===== src/rtl/uart_pkg.sv =====
// Shared encodings for the UART transmit path: FSM states and tx line mux selects.
// The serializer and the output mux decode the same select codes.
package uart_pkg;

    localparam logic [2:0] IDLE   = 3'd0;
    localparam logic [2:0] START  = 3'd1;
    localparam logic [2:0] DATA   = 3'd2;
    localparam logic [2:0] PARITY = 3'd3;
    localparam logic [2:0] STOP   = 3'd4;

    localparam logic [1:0] MUX_START = 2'd0;
    localparam logic [1:0] MUX_STOP  = 2'd1;
    localparam logic [1:0] MUX_DATA  = 2'd2;
    localparam logic [1:0] MUX_PAR   = 2'd3;

    // Line select that goes with each state; idle and stop both hold the line high.
    function automatic logic [1:0] state_mux(input logic [2:0] s);
        case (s)
            START:   return MUX_START;
            DATA:    return MUX_DATA;
            PARITY:  return MUX_PAR;
            default: return MUX_STOP;
        endcase
    endfunction

endpackage


===== src/rtl/uart_parity_calc.sv =====
// Parity of a payload word: even parity is the XOR reduction, odd parity inverts it.
module uart_parity_calc #(
    parameter int DATA_WIDTH = 8
) (
    input  logic [DATA_WIDTH-1:0] data,
    input  logic                  par_type,
    output logic                  par_bit
);

    assign par_bit = (^data) ^ par_type;

endmodule


===== src/rtl/uart_tx_ctrl.sv =====
// UART transmit frame sequencer: START -> DATA -> [PARITY] -> STOP, one state per tick.
// Outputs are registered from the next state, so they line up with the state they describe.
module uart_tx_ctrl
    import uart_pkg::*;
#(
    parameter int DATA_WIDTH = 8
) (
    input  logic                  clk,
    input  logic                  rst,
    input  logic                  data_valid,
    input  logic [DATA_WIDTH-1:0] p_data,
    input  logic                  par_en,
    input  logic                  par_type,
    output logic                  ser_load,
    output logic                  ser_en,
    output logic [1:0]            mux_sel,
    output logic                  par_bit,
    output logic                  busy
);

    localparam int CNT_W = $clog2(DATA_WIDTH) + 1;

    logic [2:0]            state;
    logic [2:0]            next_state;
    logic [CNT_W-1:0]      bit_cnt;
    logic [DATA_WIDTH-1:0] data_reg;
    logic [DATA_WIDTH-1:0] data_next;
    logic                  par_en_reg;
    logic                  par_type_reg;
    logic                  par_type_next;
    logic                  par_next;
    logic                  capture;

    // A new byte is only accepted between frames or in STOP (back-to-back).
    assign capture       = data_valid && ((state == IDLE) || (state == STOP));
    assign data_next     = capture ? p_data   : data_reg;
    assign par_type_next = capture ? par_type : par_type_reg;

    // Parity is computed from the value being captured, so par_bit is valid from START on.
    uart_parity_calc #(
        .DATA_WIDTH(DATA_WIDTH)
    ) u_parity (
        .data     (data_next),
        .par_type (par_type_next),
        .par_bit  (par_next)
    );

    always_comb begin
        // NOTE: default assignment first so no path through the case leaves next_state unassigned (latch).
        next_state = state;
        case (state)
            IDLE:    if (data_valid) next_state = START;
            START:   next_state = DATA;
            DATA:    if (bit_cnt == CNT_W'(DATA_WIDTH - 1))
                         next_state = par_en_reg ? PARITY : STOP;
            PARITY:  next_state = STOP;
            STOP:    next_state = data_valid ? START : IDLE;
            default: next_state = IDLE;
        endcase
    end

    always_ff @(posedge clk) begin
        if (!rst) begin
            // NOTE: non-blocking assignments so every register samples pre-edge values.
            state        <= IDLE;
            bit_cnt      <= '0;
            data_reg     <= '0;
            par_en_reg   <= 1'b0;
            par_type_reg <= 1'b0;
            ser_load     <= 1'b0;
            ser_en       <= 1'b0;
            mux_sel      <= MUX_STOP;
            par_bit      <= 1'b0;
            busy         <= 1'b0;
        end else begin
            state <= next_state;
            if (capture) begin
                data_reg     <= p_data;
                par_en_reg   <= par_en;
                par_type_reg <= par_type;
            end
            // Counter clears on entry to DATA and only advances while staying in DATA.
            if (next_state == DATA)
                bit_cnt <= (state == DATA) ? bit_cnt + CNT_W'(1) : '0;
            par_bit  <= par_next;
            ser_load <= (next_state == START);
            ser_en   <= (next_state == DATA);
            mux_sel  <= state_mux(next_state);
            busy     <= (next_state != IDLE);
        end
    end

endmodule

===== config.mk =====
export PLATFORM = sky130hd
export DESIGN_NAME = uart_tx_ctrl
export DESIGN_NICKNAME = d
export VERILOG_FILES = /design/src/rtl/uart_pkg.sv /design/src/rtl/uart_parity_calc.sv /design/src/rtl/uart_tx_ctrl.sv
export SDC_FILE = /design/constraint.sdc
export NUM_CORES = 1
export LEC_CHECK = 0
export BUFFER_PORTS_ARGS = -buffer_cell sky130_fd_sc_hd__clkbuf_2
export CAP_MARGIN = 40
export CORE_ASPECT_RATIO = 0.8
export CORE_UTILIZATION = 26
export DETAILED_ROUTE_END_ITERATION = 8
export GPL_TIMING_DRIVEN = 0
export PLACE_DENSITY_LB_ADDON = 0.15
export SYNTH_ARGS = -nofsm -noshare
export SYNTH_HDL_FRONTEND = slang
export SYNTH_HIERARCHICAL = 1
export SYNTH_SLANG_ARGS = --single-unit

===== constraint.sdc =====
create_clock -name clk -period 2.67 [get_ports clk]
set_input_delay 0 -clock clk [delete_from_list [all_inputs] [get_ports clk]]
set_output_delay 0 -clock clk [all_outputs]
set_load 0.005 [all_outputs]

# Word level (Yosys, flattened, before mapping)
# Cells that the tools add are included.
[classes] n_eq_ne=8 reduce_logical=5 add_sub_neg=1 bitwise=1 mux=9
[op_table] op="3-bit case mux with 5 select lines" count=1
[op_table] op="3-bit by 2-bit equality test with 1-bit output, second input constant" count=4
[op_table] op="3-bit 2-to-1 mux" count=3
[op_table] op="8-bit 2-to-1 mux" count=1
[op_table] op="8-bit parity" count=1
[op_table] op="3-bit by 1-bit equality test with 1-bit output, second input constant" count=2
[op_table] op="2-bit case mux with 3 select lines" count=1
[op_table] op="4-bit by 1-bit adder with 4-bit output, second input constant" count=1
[op_table] op="4-bit by 3-bit equality test with 1-bit output, second input constant" count=1
[op_table] op="4-bit 2-to-1 mux" count=1
[op_table] op="3-bit equality test, second input constant" count=1
[op_table] op="3-bit logical NOT" count=1
[op_table] op="3-bit nonzero test" count=1
[op_table] op="1-bit 2-to-1 mux" count=2
[op_table] op="1-bit logical AND" count=1
[op_table] op="1-bit logical OR" count=1
[op_table] op="1-bit XOR" count=1
[totals] input_bits=13 word_cells=34 out_inout_bits=6 regBits=23

# Longest topological paths before layout
# Gate-level depths: netlist of the first run.
[logic_depth] ltp_word=6 mapped_depth=8 ltp_nobuf=7

# Modules after synthesis
# Netlist of the first run, hierarchy kept.
[modules_own_cells] module="uart_tx_ctrl" seq_area_each_um2=460.4 n_inst=1 cells_each=85 area_per_inst_um2=894.6
[modules_own_cells] module="uart_parity_calc" seq_area_each_um2=0.0 n_inst=1 cells_each=7 area_per_inst_um2=82.6

# Worst setup path before layout of the first run
# No wires, ideal clock.
[synth_path] path_kind="register -> register" start="reg state[0]" end="reg par_bit" setup_time_ns=0.115 arrival_time_ns=2.176 path_stages_with_launch=9 synth_period_minus_slack_ns=2.291 required_ns=2.555 path_buffers=1 setup_slack_ns=0.379 cell_sequence="dfxtp_1 nor2_1 and2_0 buf_2 mux2_2 xnor2_1 xnor3_1 xnor2_1 and2_1"
[synth_between] elab_chain_len=6 elab_cells_between_ends=8 classes_between="eq/ne: 1; mux: 2; bitwise: 1; reduce/logical: 4"
[synth_rtl] item="from (decl)" line="uart_tx_ctrl.sv:23" source="logic [2:0] state;"
[synth_rtl] item="from (signal assigned)" line="uart_tx_ctrl.sv:76" source="state <= next_state;"
[synth_rtl] item="3-bit equality test or 3-bit logical NOT (tied branches)" line="uart_tx_ctrl.sv:35" source="assign capture = data_valid && ((state == IDLE) || (state == STOP));"
[synth_rtl] item="1-bit logical OR (*)" line="uart_tx_ctrl.sv:35"
[synth_rtl] item="1-bit logical AND (*)" line="uart_tx_ctrl.sv:35"
[synth_rtl] item="8-bit 2-to-1 mux (*)"
[synth_rtl] item="net data_next[4]" line="uart_tx_ctrl.sv:27" source="logic [DATA_WIDTH-1:0] data_next;"
[synth_rtl] item="8-bit parity (*)" line="uart_parity_calc.sv:10" source="assign par_bit = (^data) ^ par_type;"
[synth_rtl] item="1-bit XOR (*)" line="uart_parity_calc.sv:10"
[synth_rtl] item="net par_next" line="uart_tx_ctrl.sv:31" source="logic par_next;"
[synth_rtl] item="to (signal assigned)" line="uart_tx_ctrl.sv:85" source="par_bit <= par_next;"
[synth_rtl] item="to (decl)" line="uart_tx_ctrl.sv:17" source="output logic par_bit,"
# Mark *: on every way through the listed nets, which the timed path passes. The rest lies on a longest branch.
# A chain may end at the register's enable or synchronous reset.

# Worst setup path after layout of the first run
# Ends and elaborated chain as after synthesis.

==> key figures, run 1 <==
Die
  • Die area: around 4000 um^2
  • Core area: 3518 um^2
  • Initial Util: 27.77%
  • I/O pin total: 19
  • Row count: 19
  • DIE WIDTH: 70.54 um
  • Die Ht: 56.84 um

Timing
  • Slew of the pin with the lowest slew margin: 679.6 ps
  • Setup ws final: 254.3 ps
  • Maximum clock rate: 414.0 MHz
  • Skew final: 3.709 ps
  • Slew HR: 54.27%
  • Final period utilization: 90.48%
  • Final setup fails: 0
  • Setup TNS: 0 ps
  • Slew Viols, Final: 0
  • Hold Fails Final Rpt: 0
  • Unrepaired setup endpoints after global routing: false
  • Fin crit period: 2416 ps

Synthesis
  • Synth top area cells: dfxtp_1 47%, mux2_2 10%, and2_1 6.4%, xnor2_1 4.5%, nor2_1 3.1%
  • Syn_area_per_cell: 10.62 um^2
  • Post-synthesis cell type count: 35
  • Largest area contributor in the netlist: dfxtp_1
  • Post-synth ARST share: 0%
  • Top_reg_cell synth: dfxtp_1
  • Yosys warning total: 6
  • Syn Std Cell Area: 977.2 um^2
  • Area fraction of the dominant cell type after synthesis: 47.12%
  • Cells after Synth: 92
  • Post-synth EDFFs: 0
  • Post-synthesis sequential area ratio: ~47%
  • Post-synth net total: 106
  • Synth Register Bits: 23

Setup path
  • Peak fanout along the critical path: 10
  • Worst Path Arrival: 2580 ps
  • Crit-path max cell delay: 430 ps
  • Buf/Inv on CP: 1
  • Worst Path Required: approximately 2800 ps
  • Worst Setup End Kind: flop
  • Cell family with most CP delay: XOR/XNOR gates
  • Cell Chain, Critical Path: nor2_2 > and2_1 > buf_4 > mux2_2 > xnor2_1 > xnor3_1 > xnor2_1 > and2_1
  • Critical-path top delay cell: xnor3_1
  • Critical path class: reg -> reg
  • Setup crit start kind: flop

Routing
  • DR iter-0 viols: 21
  • DRT Wirelength: approximately 1800 um
  • DR DRC count: 0
  • Vias per cell: 4.500
  • DRT Pass-1 Iters: 3
  • Routed len/inst: 11.20 um
  • Antenna-violating nets left: 0
  • Routed vias: between 700 and 800

Placement
  • PortBufs: 18
  • Dpl ws: 22.96 ps
  • RePlAce Congestion: 0.7193
  • HPWL Detailed: 1333 um
  • Placed instance area: approximately 1100 um^2
  • Total placed cells including tap cells: around 150

Power and ir drop
  • Power Dens Cells: between 600 and 700 nW/um^2
  • LEAKAGE: ~0.00050 uW
  • Worst vdd ir: 0.2218 mV

CTS
  • H-tree Lvls: 1
  • CTS buffer count: 3
  • Max clock buf depth: 2
  • Clk_lat worst skew: 260 ps
  • Clk pin slew, worst setup/hold paths: 80 ps
  • Root buf cell: clkbuf_8
  • TritonCTS clock tree: built
  • Post-CTS setup buffer count: 0
  • # clock sinks: 23

Global route
  • Largest net degree at the start of global routing: 13
  • GRT Total Usage: 10.41%
  • First-pass GRT wire length: 3160 um
  • Vias in the first global route: 685
  • Antenna violations before repair: 0
  • Total grt overflow: 0

Min path
  • Hold Crit Class: in -> reg

Final layout
  • N_diodes: 0
  • Synthesis-to-layout area growth: 21.77%
  • Final Net Count: 131
  • Post-route cell area: approximately 1200 um^2
  • Share of cells above drive strength 1: 31.90%
  • Commonest non-fill, non-tap cell in the layout: dfxtp_1
  • Largest register FFs: 8
  • Commonest cells after routing, fill and taps aside: 23 x dfxtp_1, 18 x clkbuf_2, 11 x and2_1
  • Final cell count without fillers: roughly 160

Run status
  • Status: complete, no violations

Job
  • Max cap viols: 0
==> cells in the mapped netlist (2+ instances only) <==
cell type / count
dfxtp_1: 23
and2_1: 10
mux2_2: 9
nor2_1: 8
xnor2_1: 5
a21oi_1: 4
nor3_1: 2
nor3b_1: 2
o21a_1: 2
o21ai_0: 2
==> power breakdown <==
part | switching, uW | total, uW | internal [uW]
Combinational | 65.4 | 161 | 96.0
Sequential | 12.0 | 384 | 372
Clock | 102 | 208 | 106
==> logic make-up (layout without fill, tap and decap cells) <==
kind of cell | count (synthesis) | count (layout) | synth area share, %
XOR/XNOR | 8 | 8 | 9.347
flip-flops | 23 | 23 | 47.12
buffers and inverters | 3 | 27 | 1.279
AND/OR/NAND/NOR | 36 | 36 | 22.54
AO/OA/AOI/OAI | 11 | 11 | 7.043
multiplexers | 10 | 10 | 11.40
adder cells (fa/ha/maj) | 1 | 1 | 1.280
==> final cells by class <==
type | instances | area (um^2)
timing repair buffer | 20 | 110.1
sequential | 23 | 460.4
fill | 378 | 2328
buffer | 2 | 11.26
inverter | 1 | 3.754
tap | 42 | 52.55
clock buffer | 4 | 45.04
multi-input combinational | 66 | 506.7
==> per-layer routing <==
metal / GRT usage, % / vias to the layer above / routed length (um)
li1: - / 365 / -
met1: 13.16 / 332 / 912
met2: 15.95 / 12 / 756
met4: 3.429 / 0 / 22
met5: 0 / - / 0
met3: 4.488 / 2 / 78
==> per-stage QoR <==
step	utilization (%)	hold WS (ps)	total power [uW]
after floorplan	-	121.7	509.6
after global placement	31.83	255.7	549.8
after detailed placement	31.83	252.9	551.0
after CTS	33.75	77.78	771.7
after global routing	33.82	89.20	808.3
final	33.82	73.17	753.4
==> repair_timing <==
item | 4_1_cts | 5_1_grt
endpoints found under the setup margin | 1 | 1
hold buffers | 2 | 0
resized for setup | 1 | 2
endpoints found under the hold margin | 2 | 0
==> final timing paths <==
| path | slack (ps) | cells past startpoint | startpoint | end |
|---|---|---|---|---|
| max | 250 | 8 | state[0] | par_bit |
| min | 70 | 2 | rst | data_reg[1] |
| max reg2reg | 250 | 8 | state[0] | par_bit |
| min reg2reg | 500 | 2 | bit_cnt[3] | bit_cnt[3] |
No activity file was read; power rests on OpenSTA's default activity.
==> run 2, diff against run 1 <==
- CELL_PAD_IN_SITES_DETAIL_PLACEMENT: not set -> 0
- CELL_PAD_IN_SITES_GLOBAL_PLACEMENT: not set -> 1
==> key figures, run 2 (same netlist as run 1, synthesis figures left out) <==
Routing
  • DR DRC count: 2
  • Highest Signal Layer: met4
  • Routed len/inst: 11.50 um
  • DRT Pass-1 Iters: 5
  • Antenna-violating nets left: 0
  • DRT Wirelength: 1806 um
  • DR iter-0 viols: 4
  • Routed vias: approximately 700
  • Post-Route M1 WL: 919 um
  • Vias per cell: 4.446
  • Wire length on met2: 766 um
  • Met3 wire len: 82 um

Min path
  • WHS Endpoint: ser_load
  • Hold Crit Class: in -> reg
  • Worst hold path stage count: 2
  • Beginning of the worst hold path: data_valid

Die
  • Die area: 4009 um^2
  • Initial Util: about 28%
  • DIE WIDTH: roughly 71 um
  • I/O pin total: 19
  • Die Ht: between 50 and 60 um
  • Core area: 3518 um^2
  • Row count: 19

Power and ir drop
  • Power Dens Cells: 641.4 nW/um^2
  • LEAKAGE: 0.0004947 uW
  • Worst vdd ir: between 0.2 and 0.25 mV
  • Design Power: 755.9 uW

Run status
  • Status: complete, but fails checks
  • Failing checks: design-rule violations

Timing
  • Unrepaired setup endpoints after global routing: false
  • Final setup fails: 0
  • Fin crit period: 2507 ps
  • Setup TNS: 0 ps
  • Slew HR: ~57%
  • Maximum clock rate: 398.8 MHz
  • Final period utilization: between 90% and 100%
  • Hold Fails Final Rpt: 0
  • Slew Viols, Final: 0
  • Skew final: 2.713 ps
  • Slew of the pin with the lowest slew margin: ~640 ps

CTS
  • Max clock buf depth: 2
  • Post-CTS setup buffer count: 0
  • Clk pin slew, worst setup/hold paths: 80 ps
  • Root buf cell: clkbuf_8
  • Clk_lat worst skew: 260 ps
  • TritonCTS clock tree: built
  • CTS buffer count: 3
  • # clock sinks: 23
  • H-tree Lvls: 1

Setup path
  • Worst Setup End Kind: flop
  • R2r startpoint: state[0]
  • Worst Path Required: 2840 ps
  • Peak fanout along the critical path: 10
  • Flop2flop setup slack: around 160 ps
  • Reg2Reg Capture Point: par_bit
  • Critical path class: reg -> reg
  • FF-to-FF path depth: 8
  • Setup crit start kind: flop
  • Worst Path Arrival: 2670 ps

Global route
  • Largest net degree at the start of global routing: 14
  • Total grt overflow: 0
  • Vias in the first global route: 654
  • Antenna violations before repair: 0
  • GRT Total Usage: 10.29%
  • First-pass GRT wire length: between 3000 and 4000 um

Final layout
  • Largest register FFs: 8
  • Post-route cell area: around 1200 um^2
  • Share of cells above drive strength 1: 32.17%
  • Commonest cells after routing, fill and taps aside: 23 x dfxtp_1, 18 x clkbuf_2, 11 x and2_1
  • N_diodes: 0
  • Final Net Count: 130
  • Fill cells: 376
  • Commonest non-fill, non-tap cell in the layout: dfxtp_1
  • Final core utilization: 33.50%
  • Synthesis-to-layout area growth: 20.61%
  • Final cell count without fillers: 157

Placement
  • Total placed cells including tap cells: 152
  • HPWL Detailed: 1365 um
  • Placed instance area: 1120 um^2
  • RePlAce Congestion: 0.7239
  • PortBufs: 18

Job
  • Max cap viols: 0
[run 2: final cells by class]
type	count	area (um^2)	area share, %
Clock inverter	1	5.005	0.4246
Buffer	2	11.26	0.9554
Multi-Input combinational cell	66	504.2	42.78
Inverter	1	3.754	0.3185
Sequential cell	23	460.4	39.07
Tap cell	42	52.55	4.459
Clock buffer	3	41.29	3.503
Timing Repair Buffer	19	100.1	8.493
[run 2: what timing repair did]
action                                  in CTS  in global routing
endpoints found under the setup margin       0                  1
endpoints found under the hold margin        1                  0
hold buffers                                 1                  0
gates resized for setup                      0                  2
[run 2: power breakdown]
group	internal (uW)	total (uW)	switching (uW)	leakage, uW
Clock	104	213	109	0.0000255
Combinational	94.5	159	64.9	0.000280
Sequential	372	384	12.2	0.000189
[run 2: how the worst max path moves through the flow]
stage | start | end | slack, ps | depth (start not counted)
final | state[0] | par_bit | 160 | 8
after global routing | state[0] | par_bit | 40 | 8
after CTS | state[0] | par_bit | 8 | 8
after detailed placement | state[0] | par_bit | 40 | 8
after global placement | state[0] | par_bit | 50 | 8
after floorplan | state[0] | par_bit | 380 | 8
[run 2: worst max-delay path: stages, from the launching register on]
cell and delay, ps:
dfxtp_1 360, nor2_1 260, and2_1 280, clkbuf_4 260, mux2_2 370, xnor2_1 160, xnor3_1 440, xnor2_1 140
and2_1 140
[run 2: stage by stage]
step | hold WS, ps | worst slack [ps]
after floorplan | 121.7 | 378.7
after global placement | 260.8 | 51.13
after detailed placement | 270.2 | 36.24
after CTS | 12.42 | 7.938
after global routing | 15.15 | 40.63
final | 13.43 | 162.5
[run 2: layer usage]
layer	vias up	global-route usage, %
met4	0	5.143
met1	316	12.16
li1	365	-
met2	13	16.09
met3	4	4.309
met5	-	0
